**src/rtl/elastic_config_loader.sv**
```systemverilog
// ---------------------------------------------------------------------------
// elastic_config_loader
//
// Purpose:
//   Accepts a session of configuration beats from an upstream source
//   (valid/stop handshake) and rebroadcasts each legal beat on a registered
//   config bus, one cycle later, together with a one-hot write strobe that
//   selects the target ElasticPE. After the final beat the loader spends one
//   FLUSH cycle, during which the last strobe goes out. It then spends one
//   START cycle that pulses start_exec to every PE.
//
// Ports:
//   clk, reset_n             clock (rising edge) and async active-low reset
//   load_req                 one-cycle pulse that opens a session (IDLE only)
//   in_valid / in_stop       beat handshake; a beat is taken when
//                            in_valid && !in_stop
//   in_pe_id, in_context_index, in_input_idx_1/2, in_output_mask,
//   in_op, in_const, in_last beat payload
//   config_*                 registered broadcast config bus
//   write_config_data        one-hot per-PE write strobe (one cycle)
//   start_exec               one-cycle broadcast start pulse
//   mapping_context_max_id   highest legal context index seen this session
//   busy                     high in LOAD, FLUSH and START
//   error                    sticky flag: an illegal beat was seen this session
// ---------------------------------------------------------------------------
module elastic_config_loader #(
    parameter int unsigned PE_NUM                  = 16,
    parameter int unsigned PE_ID_WIDTH             = 4,
    parameter int unsigned CONTEXT_SIZE            = 8,
    parameter int unsigned CONTEXT_SIZE_BIT_LENGTH = 3,
    parameter int unsigned INPUT_NUM_BIT_LENGTH    = 3,
    parameter int unsigned NEIGHBOR_PE_NUM         = 4,
    parameter int unsigned OPERATION_BIT_LENGTH    = 4,
    parameter int unsigned DATA_WIDTH              = 32
) (
    input  logic                               clk,
    input  logic                               reset_n,

    input  logic                               load_req,

    input  logic                               in_valid,
    output logic                               in_stop,
    input  logic [PE_ID_WIDTH-1:0]             in_pe_id,
    input  logic [CONTEXT_SIZE_BIT_LENGTH-1:0] in_context_index,
    input  logic [INPUT_NUM_BIT_LENGTH-1:0]    in_input_idx_1,
    input  logic [INPUT_NUM_BIT_LENGTH-1:0]    in_input_idx_2,
    input  logic [NEIGHBOR_PE_NUM-1:0]         in_output_mask,
    input  logic [OPERATION_BIT_LENGTH-1:0]    in_op,
    input  logic [DATA_WIDTH-1:0]              in_const,
    input  logic                               in_last,

    output logic [INPUT_NUM_BIT_LENGTH-1:0]    config_input_PE_index_1,
    output logic [INPUT_NUM_BIT_LENGTH-1:0]    config_input_PE_index_2,
    output logic [NEIGHBOR_PE_NUM-1:0]         config_output_PE_index,
    output logic [OPERATION_BIT_LENGTH-1:0]    config_op,
    output logic [DATA_WIDTH-1:0]              config_const_data,
    output logic [CONTEXT_SIZE_BIT_LENGTH-1:0] config_index,
    output logic [PE_NUM-1:0]                  write_config_data,

    output logic                               start_exec,
    output logic [CONTEXT_SIZE_BIT_LENGTH-1:0] mapping_context_max_id,
    output logic                               busy,
    output logic                               error
);

    typedef enum logic [1:0] {
        StIdle,
        StLoad,
        StFlush,
        StStart
    } state_e;

    state_e state_q;

    logic              pe_legal;
    logic              ctx_legal;
    logic              beat_legal;
    logic [PE_NUM-1:0] beat_onehot;

    // Beat legality and target decode. Comparisons are done at 32 bits so
    // that ids wider than the PE / context population are caught.
    always_comb begin
        pe_legal   = (32'(in_pe_id) < PE_NUM);
        ctx_legal  = (32'(in_context_index) < CONTEXT_SIZE);
        beat_legal = pe_legal && ctx_legal;
        beat_onehot = '0;
        for (int unsigned i = 0; i < PE_NUM; i++) begin
            beat_onehot[i] = (32'(in_pe_id) == i);
        end
    end

    // Both handshake outputs are straight decodes of the state flop, so they
    // change only on a clock edge or on reset and carry no input path.
    always_comb begin
        in_stop = (state_q != StLoad);
        busy    = (state_q != StIdle);
    end

    // Single-process FSM with all outputs registered.
    always_ff @(posedge clk or negedge reset_n) begin
        if (!reset_n) begin
            state_q                 <= StIdle;
            config_input_PE_index_1 <= '0;
            config_input_PE_index_2 <= '0;
            config_output_PE_index  <= '0;
            config_op               <= '0;
            config_const_data       <= '0;
            config_index            <= '0;
            write_config_data       <= '0;
            start_exec              <= 1'b0;
            mapping_context_max_id  <= '0;
            error                   <= 1'b0;
        end else begin
            // Strobes are single-cycle unless a beat is taken below.
            write_config_data <= '0;
            start_exec        <= 1'b0;

            case (state_q)
                StIdle: begin
                    if (load_req) begin
                        state_q                <= StLoad;
                        mapping_context_max_id <= '0;
                        error                  <= 1'b0;
                    end
                end

                StLoad: begin
                    // in_stop is low here, so any valid beat is consumed,
                    // legal or not. load_req is ignored in this state.
                    if (in_valid) begin
                        if (beat_legal) begin
                            config_input_PE_index_1 <= in_input_idx_1;
                            config_input_PE_index_2 <= in_input_idx_2;
                            config_output_PE_index  <= in_output_mask;
                            config_op               <= in_op;
                            config_const_data       <= in_const;
                            config_index            <= in_context_index;
                            write_config_data       <= beat_onehot;
                            if (in_context_index > mapping_context_max_id) begin
                                mapping_context_max_id <= in_context_index;
                            end
                        end else begin
                            error <= 1'b1;
                        end
                        if (in_last) begin
                            state_q <= StFlush;
                        end
                    end
                end

                StFlush: begin
                    // The final beat's strobe is visible during this cycle;
                    // start_exec goes out in the cycle after it.
                    state_q    <= StStart;
                    start_exec <= 1'b1;
                end

                StStart: begin
                    state_q <= StIdle;
                end

                default: begin
                    state_q <= StIdle;
                end
            endcase
        end
    end

endmodule

```
**config.mk**
```make
export PLATFORM = sky130hd
export DESIGN_NAME = elastic_config_loader
export DESIGN_NICKNAME = d
export VERILOG_FILES = /design/src/rtl/elastic_config_loader.sv
export SDC_FILE = /design/constraint.sdc
export NUM_CORES = 1
export LEC_CHECK = 0
export ABC_AREA = 1
export BUFFER_PORTS_ARGS = -buffer_cell sky130_fd_sc_hd__clkbuf_2
export CAP_MARGIN = 25
export CELL_PAD_IN_SITES_DETAIL_PLACEMENT = 2
export CELL_PAD_IN_SITES_GLOBAL_PLACEMENT = 2
export CORE_ASPECT_RATIO = 0.75
export CORE_MARGIN = 2
export CORE_UTILIZATION = 26
export CTS_CLUSTER_SIZE = 12
export DETAILED_ROUTE_END_ITERATION = 10
export PLACE_DENSITY = 0.82
export SLEW_MARGIN = 30
export SYNTH_ARGS = -nofsm -noshare
export SYNTH_HDL_FRONTEND = slang
export SYNTH_SLANG_ARGS = --single-unit
```
**constraint.sdc**
```tcl
create_clock -name clk -period 1.81 [get_ports clk]
set_input_delay 0.362 -clock clk [delete_from_list [all_inputs] [get_ports clk]]
set_output_delay 0.362 -clock clk [all_outputs]
set_load 0.01 [all_outputs]
```
==> key figures <==
Min path
  • HP Class: input port to flop

Detailed routing
  • Final ANT Viol Nets: 0
  • Final WL: between 8 and 9 mm
  • Drt wl/cell: around 15 microns
  • Via count: roughly 2500
  • DR DRC count: 0
  • Drt first pass iters: 4
  • Vias per cell: around 4.3
  • Initial DRC Count: 45

Final layout
  • Finished Core Util: 0.372
  • Most frequent cells in the layout: nand2_1 (163), clkbuf_2 (127), dfrtp_1 (71), nor2_1 (21), inv_1 (12)
  • Ant. Diodes: 0
  • Layout cells sized above 1: 0.350
  • Nets@finish: between 500 and 600
  • Layout area overhead: 37.9%
  • Most common cell after layout, fill and taps aside: nand2_1

STA
  • Setup TNS: 0 ns
  • Crit path time final: 1.71 ns
  • RSZ-0062 raised after global routing: no
  • Rel. slew slack: 0.648
  • Fmax: between 0.5 and 0.6 GHz
  • Post-route clock period utilization: 0.947
  • Clk_skew: 0.00257 ns
  • Worst-Margin Slew: about 0.53 ns
  • Pins Over Slew Limit: 0
  • Endpoints failing setup: 0
  • Fin. Hold Viols: 0

Power
  • Psw: 2.31 mW
  • Internal power: roughly 3.9 mW
  • Combinational Power Share: 0.360
  • Sequential Power Share: 0.397
  • Leakage Power: 2.28 nW
  • Power per cell area: roughly 1600 nW/um^2
  • Switch share: 0.370
  • Worst VDD drop: 524 uV
  • Clk pwr share: 0.243

Placement
  • DP HPWL: ~6.7 mm
  • IO Port Bufs: around 130
  • Gpl congestion: 0.774

Clock tree
  • H-tree Lvls: 3
  • Root Buffer: clkbuf_16
  • Maximum clock path buffer count: 2
  • CTS tree: built
  • Worst skew pair latency: roughly 0.33 ns
  • Clock Sink Count: 71
  • Num CTS Buffers: 9
  • Reg clk slew, reported paths: approximately 0.050 ns

Critical path
  • Arr. time, crit path: about 1.4 ns
  • Max FO, Critical Path: 6
  • Worst Setup End Kind: output pin
  • Type of the worst setup path: flop to output pin
  • Critical Path RT: 1.45 ns
  • Startpoint Class: flop

Yosys
  • Mapped Area: around 2800 sq um
  • Syn Area/Cell: 9.13 sq um
  • Synth Register Bits: between 70 and 80
  • Synth Area in Simple Gates: 0.271
  • Post-synthesis sequential area ratio: 0.632
  • Post-Syn Instances: just over 300
  • Synth Area in XOR/XNOR: 0
  • Compound-Gate Fraction of Synth Area: 0.0134
  • Mux cell area share after synthesis: 0
  • Yosys warning total: 0
  • Main combinational cell family by area after synthesis: simple AND/OR/NAND/NOR gates
  • Post-synthesis adder-cell area fraction: 0.0312
  • Synth unique cells: 19
  • Syn Nets: 373

Floorplan
  • Chip width: 124 microns
  • Area of the core: around 10000 sq um
  • Total Die Area: between 10000 and 15000 sq um
  • I/O pins: 130
  • Height of the die: roughly 94 microns
  • Rows: 32
  • Initial Util: 0.270

Global route
  • GRT Util Overall: 0.159
  • Total grt overflow: 0
  • Largest net degree at the start of global routing: 51
  • Initial antenna violation count: 0
  • First-pass GRT wire length: around 14 mm
  • Vias in the first global route: about 2700

Flow run
  • Number of max-cap violations: 0

Run status
  • Status: complete, no violations
-- Yosys cell counts --
master	count	area [sq um]
nor2_2	1	6.26
inv_2	1	3.75
nand2_1	163	612
nand2_2	3	18.8
o22ai_2	1	12.5
buf_6	2	22.5
nor2_1	21	78.8
dfrtp_1	71	1780
inv_4	1	6.26
o21ai_1	1	5.00
buf_4	5	37.5
ha_1	7	87.6
buf_2	5	25.0
a21oi_1	1	5.00
nand2_4	1	11.3
conb_1	1	3.75
o21ai_0	3	15.0
nand3_1	7	35.0
inv_1	13	48.8
-- state kept, by name, summed over array words and instances (netlist names) --
register	count
config_output_PE_index	4
config_input_PE_index_1	3
state_q	2
mapping_context_max_id	3
start_exec	1
write_config_data	16
config_index	3
config_const_data	32
config_op	4
config_input_PE_index_2	3
-- worst paths after layout --
| kind | cells after the start | slack (ns) | startpoint | to |
|---|---|---|---|---|
| min | 3 | 0.23 | in_op[0] | config_op[0] |
| max | 5 | 0.1 | state_q[1] | in_stop |
| min in group asynchronous | 2 | 0.51 | reset_n | config_const_data[0] |
| min reg2reg | 2 | 0.48 | config_const_data[12] | config_const_data[12] |
| max reg2reg | 6 | 0.33 | state_q[1] | config_index[0] |
| max in group asynchronous | 3 | 0.71 | reset_n | write_config_data[9] |
-- layer usage --
| metal | global-route usage | part of all wire |
|---|---|---|
| met1 | 0.198 | 0.44 |
| met2 | 0.266 | 0.50 |
| met3 | 0.0413 | 0.048 |
| met4 | 0.0543 | 0.014 |
| met5 | 0 | 0 |
-- logic make-up (layout without fill, tap and decap cells) --
logic type / Yosys count / in the layout
adder cells (fa/ha/maj): 7 / 7
other: 1 / 1
AND/OR/NAND/NOR: 196 / 196
AO/OA/AOI/OAI: 6 / 6
buffers and inverters: 27 / 165
flip-flops: 71 / 71
-- final cells by class --
type | instances | area [sq um]
repair buffers | 136 | 731
clock inverters | 2 | 10.0
multi-input cells | 210 | 893
flip-flops and latches | 71 | 1780
fillers | 1205 | 6530
clock buffers | 12 | 236
well taps | 136 | 170
inverters | 15 | 58.8
-- power groups by stage --
stage	Clock, mW	Sequential [mW]	Combinational (mW)
floorplan	0	2.71	1.03
global placement	0	2.48	2.17
detailed placement	0	2.51	2.31
CTS	1.58	2.49	2.33
global route	1.64	2.56	2.57
finish	1.52	2.48	2.25
-- repair_timing --
| item | 4_1_cts | 5_1_grt |
|---|---|---|
| hold buffers | 1 | 0 |
| buffers inserted | 0 | 0 |
| resized for setup | 1 | 1 |
| endpoints found under the setup margin | 1 | 1 |
| hold endpoints to repair | 27 | 0 |
| pin swaps | 0 | 0 |
-- through the flow --
stage	hold WS (ns)	cell area, sq um	std cells	power (mW)	setup WS, ns
after global placement	0.316	3620	567	4.65	0.335
after detailed placement	0.321	3620	567	4.82	0.230
after CTS	0.215	3880	582	6.40	0.00674
after floorplan	0.0664	2810	308	3.75	0.496
after global routing	0.231	3880	582	6.76	0.0252
final	0.231	3880	582	6.25	0.0964
-- critical path, stage by stage, from the launching register on --
cell	delay (ns)
dfrtp_1	0.39
inv_2	0.10
ha_2	0.21
buf_4	0.15
inv_2	0.05
clkbuf_2	0.12
(Power assumes the default switching activity.)
